$ cat config.mk
export PLATFORM = sky130hd
export DESIGN_NAME = binary_to_gray_counter
export DESIGN_NICKNAME = d
export VERILOG_FILES = /design/src/rtl/binary_to_gray_counter.sv
export SDC_FILE = /design/constraint.sdc
export NUM_CORES = 1
export LEC_CHECK = 0
export ABC_AREA = 1
export CAP_MARGIN = 0
export CORE_AREA = 2 2 39 41
export CTS_BUF_LIST = sky130_fd_sc_hd__clkbuf_8
export DETAILED_ROUTE_END_ITERATION = 8
export DIE_AREA = 0 0 41 43
export HOLD_SLACK_MARGIN = 0.15
export PLACE_DENSITY = 0.79
export SLEW_MARGIN = 10
export SYNTH_ARGS = -nofsm -noshare
export SYNTH_HDL_FRONTEND = slang
export SYNTH_SLANG_ARGS = --single-unit
$ cat constraint.sdc
create_clock -name clk -period 1.42 [get_ports clk]
set_input_delay 0.142 -clock clk [delete_from_list [all_inputs] [get_ports clk]]
set_output_delay 0.142 -clock clk [all_outputs]
set_load 0.01 [all_outputs]
$ cat src/rtl/binary_to_gray_counter.sv
// Up/down binary counter with registered Gray-code output, load, optional saturation, terminal-count pulse.
// Latency: 1 clk from en/load sample to outputs; no backpressure (steps whenever en=1).
module binary_to_gray_counter #(
  parameter int WIDTH    = 4,
  parameter int SATURATE = 0
) (
  input  logic             clk,
  input  logic             rst_n,
  input  logic             en,
  input  logic             up_dn,
  input  logic             load,
  input  logic [WIDTH-1:0] load_bin,
  output logic [WIDTH-1:0] binary,
  output logic [WIDTH-1:0] gray,
  output logic             tc
);

  localparam logic [WIDTH-1:0] ALL_ONES = {WIDTH{1'b1}};
  localparam logic [WIDTH-1:0] ONE      = {{(WIDTH-1){1'b0}}, 1'b1};
  localparam bit               SAT      = (SATURATE != 0);

  logic [WIDTH-1:0] r_binary;
  logic [WIDTH-1:0] r_gray;
  logic             r_tc;

  logic [WIDTH-1:0] w_bin_nxt;
  logic [WIDTH-1:0] w_gray_nxt;
  logic             w_tc_nxt;

  always_comb begin
    w_bin_nxt = r_binary;
    w_tc_nxt  = 1'b0;
    if (load) begin
      w_bin_nxt = load_bin;
    end else if (en) begin
      if (up_dn) begin
        if (r_binary == ALL_ONES) begin
          w_bin_nxt = SAT ? ALL_ONES : '0;
          w_tc_nxt  = 1'b1;
        end else begin
          w_bin_nxt = r_binary + ONE;
        end
      end else begin
        if (r_binary == '0) begin
          w_bin_nxt = SAT ? '0 : ALL_ONES;
          w_tc_nxt  = 1'b1;
        end else begin
          w_bin_nxt = r_binary - ONE;
        end
      end
    end
  end

  // Gray is encoded from the next value so binary and gray land in the same cycle.
  assign w_gray_nxt = w_bin_nxt ^ (w_bin_nxt >> 1);

  always_ff @(posedge clk or negedge rst_n) begin
    if (!rst_n) begin
      r_binary <= '0;
      r_gray   <= '0;
      r_tc     <= 1'b0;
    end else begin
      r_binary <= w_bin_nxt;
      r_gray   <= w_gray_nxt;
      r_tc     <= w_tc_nxt;
    end
  end

  assign binary = r_binary;
  assign gray   = r_gray;
  assign tc     = r_tc;

endmodule
---- Yosys cells after proc, flatten, opt, wreduce, memory -nomap -nowiden ----
Cells that the tools add are included.
storage, ports and cells
  bits in registers ....................... 9
  bits of input ports ..................... 9
  output and inout bits ................... 9
  word-level logic and storage cells ...... 18
operators by class
  $add $sub $neg .......................... 2
  equality and inequality tests ........... 1
  muxes and demuxes ....................... 10
  bitwise operators ....................... 1
  reduce and logical (&&, ||, !) cells .... 1
operators by type and width
  kind                                                                number
  4-bit 2-to-1 mux                                                    5
  1-bit 2-to-1 mux                                                    5
  4-bit by 1-bit adder with 4-bit output, second input constant       1
  4-bit equality test, second input constant                          1
  4-bit zero test                                                     1
  4-bit by 1-bit subtractor with 4-bit output, second input constant  1
  4-bit by 3-bit XOR with 4-bit output                                1

---- Longest topological paths before layout ----
  word-level depth ........................ 6
  mapped depth ............................ 11
  mapped depth without buffers ............ 11

---- Worst setup path after synthesis ----
OpenSTA, ideal clock, no wires.
  path type ............................... reg2reg
  start point ............................. register r_binary[0] (netlist: binary[0])
  end point ............................... register r_gray[1] (netlist: gray[1])
  arrival ................................. 1,323 ps
  required time ........................... 1,290 ps
  setup slack ............................. -34 ps
  cell stages (with the launch flop) ...... 9
  buffers on the path ..................... 0
  period minus slack after synthesis ...... 1,454 ps
  cells stage by stage .................... dfrtp_1 > inv_1 > ha_1 > xor2_1 > nand2_1 > nand2_1 > nand2_2 > inv_2 > xor2_1
between the ends
  cells in the longest elaborated chain, start to end .. 6
ends and longest elaborated chain
  item                                                                 RTL line  source
  start, declared                                                      22        logic [WIDTH-1:0] r_binary;
  start signal, assigned                                               63        r_binary <= w_bin_nxt;
  4-bit by 1-bit subtractor with 4-bit output (tied with other cells)  48        w_bin_nxt = r_binary - ONE;
  4-bit 2-to-1 mux (on tied branches)                                  44, 37
  4-bit 2-to-1 mux (*)                                                 36        if (up_dn) begin
  4-bit 2-to-1 mux (*)                                                 35        end else if (en) begin
  4-bit 2-to-1 mux (*)                                                 33        if (load) begin
  net w_bin_nxt[1]                                                     26        logic [WIDTH-1:0] w_bin_nxt;
  4-bit by 3-bit XOR with 4-bit output (*)                             55        assign w_gray_nxt = w_bin_nxt ^ (w_bin_nxt >> 1);
  net w_gray_nxt[1]                                                    27        logic [WIDTH-1:0] w_gray_nxt;
  end signal, assigned                                                 64        r_gray <= w_gray_nxt;
  end, declared                                                        23        logic [WIDTH-1:0] r_gray;
The timed path passes the listed nets; every way through them passes the cells marked *.

---- Final worst setup path ----
  start point ............................. register r_binary[2] (netlist: binary[2])
  end point ............................... output binary[2]
RTL lines
  item           RTL line  source
  end, declared  13        output logic [WIDTH-1:0] binary,
No word-level cell between the ends.

==> impl_results.md <==
- Status: completed
- Final Core Density: 57.87%
- DP Worst Slack: -0.05608 ns
- Reg area: 203.9 um^2
- Clock Root Buffer: clkbuf_8
- Min-delay worst type: input port to async pin
- Setup Crit Path Kind: register to output port
- Layout Nets: 106
- Clock sinks: 8
- P&R area growth vs syn: 56.86%
- Synth top area cells: dfrtp_1, nand2_1, nand3_1
- Buf/Inv on CP: 1
- Share of layout cells above drive strength 1: 27.66%
- Inserted Clock Buffers: 3
- Final Hold Fails: 0
- Unrepaired setup endpoints after global routing: yes
- Setup violators final: 0
- CP top delay family: buffers and inverters
- Wire length per cell: 11.83 um
- Commonest cells in the netlist: nand2_1, inv_1, nand3_1, dfrtp_1
- Synth Area in XOR/XNOR: 5.147%
- Placer congestion estimate: 0.7704
- Adder-Cell Fraction of Synth Area: 4.902%
- Wirelength, routed: 1.301 mm
- Grt met1 use: 18.12%
- Worst setup slack after layout: 0.04340 ns
- Syn Area/Cell: 7.293 um^2
- Filler cell count: 124
- Kind of end point of the critical path: output port
- Vias: 533
- Total power: 0.8620 mW
- Slowest stage cell, crit path: clkdlybuf4s50_1
- Pwr Density: 1076 nW/um^2
- Multiplexer share of the synthesized area: 0%
- Register area share after synthesis: 39.22%
- Critical Path AT: 1.23 ns
- Starting Density: 36.89%
- Die W: 41 um
- Post-synthesis compound-gate area fraction: 7.108%
- Cell breakdown of the critical path: clkdlybuf4s50_1
- P_leak: 0.3971 nW
- Area occupied by multi-input gates: 277.8 um^2
- Antenna viol nets, final: 0
- Gr usage total: 17.29%
- EDFF count, synth: 0
- CTS tree: yes
- DRC: 0
- Largest family of logic cells by synthesized area: simple AND/OR/NAND/NOR gates
- Core ar.: 1384 um^2
- Synth top area share: 39.22%
- GRT Residual Overflow: 0
- Yosys reg bits: 8
- Top-level I/O count: 18
- Delay of the slowest cell on the worst path: 0.56 ns
- Ys async rst share: 100.0%
- Area of the mapped netlist: 510.5 um^2
- DIE AREA: 1763 um^2
- Post-CTS setup buffer count: 0
- Die height: 43 um
- Hold Slack: 0.1985 ns
- Synthesis Warnings: 0
- CP max FO: 8
- WP data required: 1.28 ns
- Count leader, synth: nand2_1
- Slew @ Worst Pin: 0.3948 ns
- Reg clk slew, reported paths: 0.04 ns
- Setup TNS: 0 ns
- Min Tclk post-route: 1.377 ns
- Max Slew Vio Count: 0
- Peak supply drop: 0.6589 mV
- Initial antenna violation count: 0
- Largest net degree at the start of global routing: 9
- Met2 GRT Util: 26.88%
- Via density: 4.845
- DR iter-0 viols: 8
- Final Cycle Share: 96.94%
- CP Launch Type: register
- Num rows: 14
- Synth Area in Simple Gates: 31.86%
- Syn Inst Count: 70
- Inserted Diodes: 0
- Pre-Repair DR Iteration Count: 4
- Worst skew pair latency: 0.24 ns
- Grt met3 use: 9.424%
- Final HPWL DP: 957.3 um
- Synth Flop Type: dfrtp_1
- Post-Syn Nets: 81
- Netlist cell types: 15
- GRT busiest layer: met2
- Max-cap viol count: 0
- Max Root-Sink Buffers: 2
- Vias in the first global route: 482
- Synth area leader: dfrtp_1
- Htree depth: 1
- Buffers added on ports: 17
- First-pass GRT wire length: 1.925 mm
- Max Freq: 726.4 MHz
- Worst Skew: 0.002300 ns
- Max_slew headroom: 73.60%
power breakdown:
| group | switching, mW | internal (mW) | leakage (nW) | total [mW] |
|---|---|---|---|---|
| logic | 0.133 | 0.146 | 0.278 | 0.279 |
| registers | 0.0274 | 0.263 | 0.0924 | 0.290 |
| clock network | 0.105 | 0.189 | 0.0269 | 0.293 |
layout by cell type (no fill, tap or decap), types with 2 or more instances in the layout:
cell / netlist / layout
clkdlybuf4s50_1: 0 / 15
nand2_1: 16 / 14
inv_1: 11 / 10
nand3_1: 10 / 9
inv_2: 3 / 5
dfrtp_1: 8 / 5
a21oi_1: 4 / 4
nand2_2: 2 / 4
buf_4: 1 / 4
xor2_1: 3 / 3
nor2_1: 4 / 3
dfrtp_2: 0 / 3
clkbuf_8: 0 / 3
nand4_1: 2 / 2
or2_2: 2 / 2
repair_timing:
item                       in CTS  in global routing
cloned                          0                  0
setup endpoints to repair       4                  5
hold endpoints to repair        0                  0
hold buffers                    0                  0
gates resized for setup         3                 10
pin swaps                       0                  3
path summary, 6_finish.rpt:
path	start	endpoint	slack (ns)	cells after the start
max	binary[2]$_DFF_PN0_	binary[2]	0.04	1
min	rst_n	gray[0]$_DFF_PN0_	0.20	1
max reg2reg	binary[1]$_DFF_PN0_	gray[1]$_DFF_PN0_	0.07	8
min reg2reg	binary[3]$_DFF_PN0_	tc$_DFF_PN0_	0.72	3
max in group asynchronous	rst_n	binary[0]$_DFF_PN0_	0.92	1
min in group clk	load_bin[1]	binary[1]$_DFF_PN0_	0.50	3
kinds of logic after synthesis:
kind of cell	count (synthesis)
simple gates	36
buf+inv	15
flops	8
compound gates	6
xor+xnor	3
fa+ha+maj	2
state kept, by name, indices dropped and copies added, names as in the netlist:
name    flops
tc          1
binary      4
gray        3
area by class of cell:
type / instances / share of cell area, %
repair buffers: 21 / 25.16
inverters: 14 / 6.563
clock buffers: 3 / 5.156
flip-flops and latches: 8 / 25.47
multi-input cells: 47 / 34.69
clock inverters: 1 / 0.4688
well taps: 16 / 2.500
per-layer routing:
metal / part of all wire, % / vias to the layer above
li1: - / 268
met1: 39 / 248
met2: 55 / 15
met3: 5.0 / 2
met4: 1.2 / 0
met5: 0 / -
through the flow:
step,instance area [um^2],cells
6_report,800.8,110
5_1_grt,800.8,110
4_1_cts,770.7,110
3_5_place_dp,724.4,106
3_3_place_gp,724.4,106
2_1_floorplan,511.7,70
Power figures use the tool's default switching activity.
==> edit 1: new RTL, same settings <==
Add an input register stage for `en`, `up_dn`, `load` and `load_bin`, with the module's reset; this delays them by one clock. Comments in the files are not updated.
--- a/src/rtl/binary_to_gray_counter.sv
+++ b/src/rtl/binary_to_gray_counter.sv
@@ -20,4 +20,23 @@
   localparam bit               SAT      = (SATURATE != 0);
 
+  logic en_q;
+  logic up_dn_q;
+  logic load_q;
+  logic [WIDTH-1:0] load_bin_q;
+
+  always_ff @(posedge clk or negedge rst_n) begin
+    if (!rst_n) begin
+      en_q       <= '0;
+      up_dn_q    <= '0;
+      load_q     <= '0;
+      load_bin_q <= '0;
+    end else begin
+      en_q       <= en;
+      up_dn_q    <= up_dn;
+      load_q     <= load;
+      load_bin_q <= load_bin;
+    end
+  end
+
   logic [WIDTH-1:0] r_binary;
   logic [WIDTH-1:0] r_gray;
@@ -31,8 +50,8 @@
     w_bin_nxt = r_binary;
     w_tc_nxt  = 1'b0;
-    if (load) begin
-      w_bin_nxt = load_bin;
-    end else if (en) begin
-      if (up_dn) begin
+    if (load_q) begin
+      w_bin_nxt = load_bin_q;
+    end else if (en_q) begin
+      if (up_dn_q) begin
         if (r_binary == ALL_ONES) begin
           w_bin_nxt = SAT ? ALL_ONES : '0;
Check against the original RTL: not equivalent (Yosys sat finds a counterexample within 4 cycles, from zero or initial values and one cycle with rst_n low).
==> edit 1 against the original RTL <==
- sequential cell count grew 7
- clock skew decreased by 0.0015 ns
- critical path depth increased by 5
- largest power group is now sequential cells
- setup slack worse by 0.027 ns
- synthesized area is 32% higher
- total power is 32% higher
- cell area rose by 21%
- routed wire length is 1.0% lower
==> edit 1: results (changes against the original RTL) <==
[timing]
fin_skew_ns=0.000810  ; -0.00149 ns
slew_headroom=0.772  ; +0.0358
period_share=0.989  ; +0.0192

[placed_design]
gp_congestion=0.773  ; +0.29%
pre_cts_slack_ns=0.0123  ; +0.0684 ns
dpl-instance-area_um2=872  ; +20%

[detailed_routing]
vias=543  ; +1.9%
drt_iter0_drc=3  ; -5
drt-vias-per-instance=4.89  ; +0.96%

[critical_path]
slowest_stage=dfrtp_2
rr_worst_depth=6  ; -2
crit_path_max_fanout=5  ; -3
cp-startpoint=binary[0]$_DFF_PN0_
r2r_slack_ns=0.02  ; -0.05 ns
worstPathArrival_ns=1.53  ; +0.30 ns

[logic_synthesis]
synth_fa_ha_area_frac=0.0372  ; -0.0118
synth_nets=83  ; +2.5%
synth_top_cells_by_count=16 x nand2_1, 15 x dfrtp_1, 8 x inv_1, 8 x nand3_1, 5 x nor2_1
synth_compound_area_frac=0.0669  ; -0.00416

[grt]
grt_start_max_net_pins=16  ; +7
grt_util_met1=0.213  ; +0.0316
use_met2=0.278  ; +0.00938

[power_and_ir_drop]
p_leak_nw=0.464  ; +17%
irDropWorstVdd_v=0.000689  ; +4.6%

[outcome]
outcome=completed

[cells_and_area]
drive_above_1_share=0.263  ; -0.0134

-- edit 1: cell count changes after synthesis --
cell      delta
nand4_1      -1
a211oi_1     -1
xor2_1       -2
inv_1        -3
nand3_1      -2
dfrtp_1      +7
nor2_1       +1
or2_1        +1
a21oi_4      +1
or2_2        -2
xnor2_1      +3
o21ai_0      +1
a21oi_1      -2
o21ai_1      +1
-- edit 1: metal layers --
metal | routed length (um) | vias up | part of all wire
li1 | - | 268 | -
met1 | 546 | 258 | 0.42
met2 | 679 | 15 | 0.53
met3 | 53 | 2 | 0.041
met4 | 9 | 0 | 0.0070
met5 | 0 | - | 0
-- edit 1: area by class of cell --
cell class	count	area, um2	share of cell area
clock buffer	3	41.3	0.0427
clock inverter	1	3.75	0.00388
inverter	11	41.3	0.0427
multi-input combinational	45	289	0.299
sequential	15	379	0.392
tap	16	20.0	0.0207
timing repair buffer	20	193	0.199
-- edit 1: worst min-delay path by stage --
stage | from | to | slack, ns | cells after the start
final | rst_n | tc$_DFF_PN0_ | 0.21 | 2
after global routing | rst_n | up_dn_q$_DFF_PN0_ | 0.24 | 2
after CTS | rst_n | load_q$_DFF_PN0_ | 0.22 | 2
after detailed placement | rst_n | binary[3]$_DFF_PN0_ | 0.48 | 2
after global placement | rst_n | tc$_DFF_PN0_ | 0.47 | 2
after floorplan | rst_n | binary[0]$_DFF_PN0_ | -0.15 | 0
-- edit 1: power by group through the flow --
stage	registers [mW]	clock network (mW)	logic, mW
after floorplan	0.528	0	0.124
after global placement	0.512	0	0.267
after detailed placement	0.514	0	0.271
after CTS	0.507	0.341	0.278
after global routing	0.515	0.356	0.327
final	0.510	0.331	0.300
-- edit 1: timing repair --
item	in CTS	in global routing
resized for setup	3	11
setup endpoints to repair	4	4
pin swaps	0	6
buffers inserted	0	1
==> edit 2: new RTL, same flow settings <==
Without the edit above. `WIDTH`: 4 -> 5.
--- a/src/rtl/binary_to_gray_counter.sv
+++ b/src/rtl/binary_to_gray_counter.sv
@@ -2,5 +2,5 @@
 // Latency: 1 clk from en/load sample to outputs; no backpressure (steps whenever en=1).
 module binary_to_gray_counter #(
-  parameter int WIDTH    = 4,
+  parameter int WIDTH    = 5,
   parameter int SATURATE = 0
 ) (
Interface: changed (resized binary, gray and load_bin); port bits go from 18 to 21. No check against the original RTL was run, so the function may have changed too.
==> edit 2 against the original RTL <==
- the flow now finishes with violations (negative setup slack)
- routed wire length rose by 51%
- count of clock-buffer cells in the layout is 1 higher
- sequential cell count grew 2
- synthesized area is 35% higher
- first-iteration DRC count rose to 2.9 times the old value
- cell area rose by 44%
- synthesized cell count increased by 41%
- setup slack got worse by 0.21 ns
- global-route usage grew 11 points
- total power rose by 33%
- sequential share of layout area is 3.5 points lower
- clock skew decreased by 0.0012 ns
==> edit 2: results (changes against the original RTL) <==
[outcome]
outcome=finished, violations left
failed_checks=negative setup slack

[cells_and_area]
largest_reg_flops=5  ; +1
layout.nets=155  ; +46%
antenna_cells=0  ; unchanged
drive_above_1_share=0.390  ; +0.113
fillers=89  ; -28%

[detailed_routing]
wl_met3_um=108  ; +66%
drt_wl_total_mm=1.96  ; +51%
met2_length_mm=1.04  ; +45%
vias=776  ; +46%
drt_iter0_drc=23  ; +15
routedLengthMet1_um=774  ; +54%

[timing]
timing.final.ws_setup_ns=-0.165  ; -0.209 ns
fin_skew_ns=0.00112  ; -0.00118 ns
setup_violations=9  ; +9
worst_slew_pin_slew_ns=0.467  ; +0.0719 ns
finalSetupTns_ns=-0.732  ; -0.732 ns

[grt]
grt_pass1_vias=756  ; +57%
grt_pass1_wl_mm=3.22  ; +67%
grt_start_max_net_pins=11  ; +2
track_usage=0.280  ; +0.107

[logic_synthesis]
synth_cell_types=18  ; +3
synthArstFlopShare=1.00  ; unchanged
synth_compound_area_frac=0.0745  ; +0.00347
synth_top_cells_by_count=30 x nand2_1, 16 x inv_1, 10 x dfrtp_1, 9 x nand3_1, 7 x nor2_1
synth_seq_area_share=0.364  ; -0.0285
synth-xor-area-share=0.0255  ; -0.0260
synth_nets=112  ; +38%
netlist_top_cells_area=dfrtp_1 36%, nand2_1 16%, inv_1 8.7%
synth_fa_ha_area_frac=0.0545  ; +0.00553

[placed_design]
dpl-instance-area_um2=1040  ; +43%
gp_congestion=0.857  ; +11%
dp_hpwl_mm=1.37  ; +43%
numPortBuffers=20  ; +3
pre_cts_slack_ns=-0.165  ; -0.109 ns

[clocking]
post_cts_buffers=3  ; +3

[power_and_ir_drop]
irDropWorstVdd_v=0.000806  ; +22%
p_leak_nw=0.587  ; +48%

[critical_path]
slowest_delay_ns=0.43  ; -0.13 ns
crit_path_max_fanout=3  ; -5
cp_top_family=simple AND/OR/NAND/NOR gates
slowest_stage=dfrtp_2

edit 2: cell types whose count changed in the layout (fill, tap and decap cells not counted), sizes merged, moves of 2 or more:
cell / before / now
xor2: 3 / 1
inv: 15 / 18
dlygate4sd2: 1 / 4
a21oi: 4 / 6
dfrtp: 8 / 10
nor2: 4 / 8
buf: 4 / 19
nand2: 18 / 35
edit 2: path summary, 6_finish.rpt:
| path | from | end | slack (ns) | depth (start not counted) |
|---|---|---|---|---|
| worst max-delay path | binary[1]$_DFF_PN0_ | gray[0]$_DFF_PN0_ | -0.17 | 11 |
| worst min-delay path | rst_n | binary[2]$_DFF_PN0_ | 0.23 | 1 |
| worst max register to register | binary[1]$_DFF_PN0_ | gray[0]$_DFF_PN0_ | -0.17 | 11 |
| worst min register to register | binary[3]$_DFF_PN0_ | binary[3]$_DFF_PN0_ | 0.82 | 5 |
| max in group asynchronous | rst_n | binary[0]$_DFF_PN0_ | 0.85 | 1 |
| min in group clk | load_bin[2] | binary[2]$_DFF_PN0_ | 0.53 | 3 |
edit 2: area by class of cell:
class                      instances  area [um2]  share of cell area
clock buffer                       4        55.1              0.0478
inverter                          18        67.6              0.0587
multi-input combinational         70         414               0.360
sequential                        10         253               0.220
tap                               16        20.0              0.0174
timing repair buffer              39         342               0.297
edit 2: layer usage:
layer,vias to the layer above,track usage
met2,27,0.481
li1,388,-
met5,-,0
met1,356,0.313
met3,5,0.0524
met4,0,0.120
edit 2: power by group:
part	internal [mW]	leakage, nW	switching, mW	total, mW
logic	0.222	0.441	0.212	0.435
clock network	0.244	0.0288	0.117	0.361
registers	0.327	0.117	0.0260	0.353
edit 2: per-stage QoR:
step           utilization  cells
5_1_grt              0.832    157
4_1_cts              0.818    156
3_3_place_gp         0.749    149
3_5_place_dp         0.749    149
6_report             0.832    157
2_1_floorplan            -     99
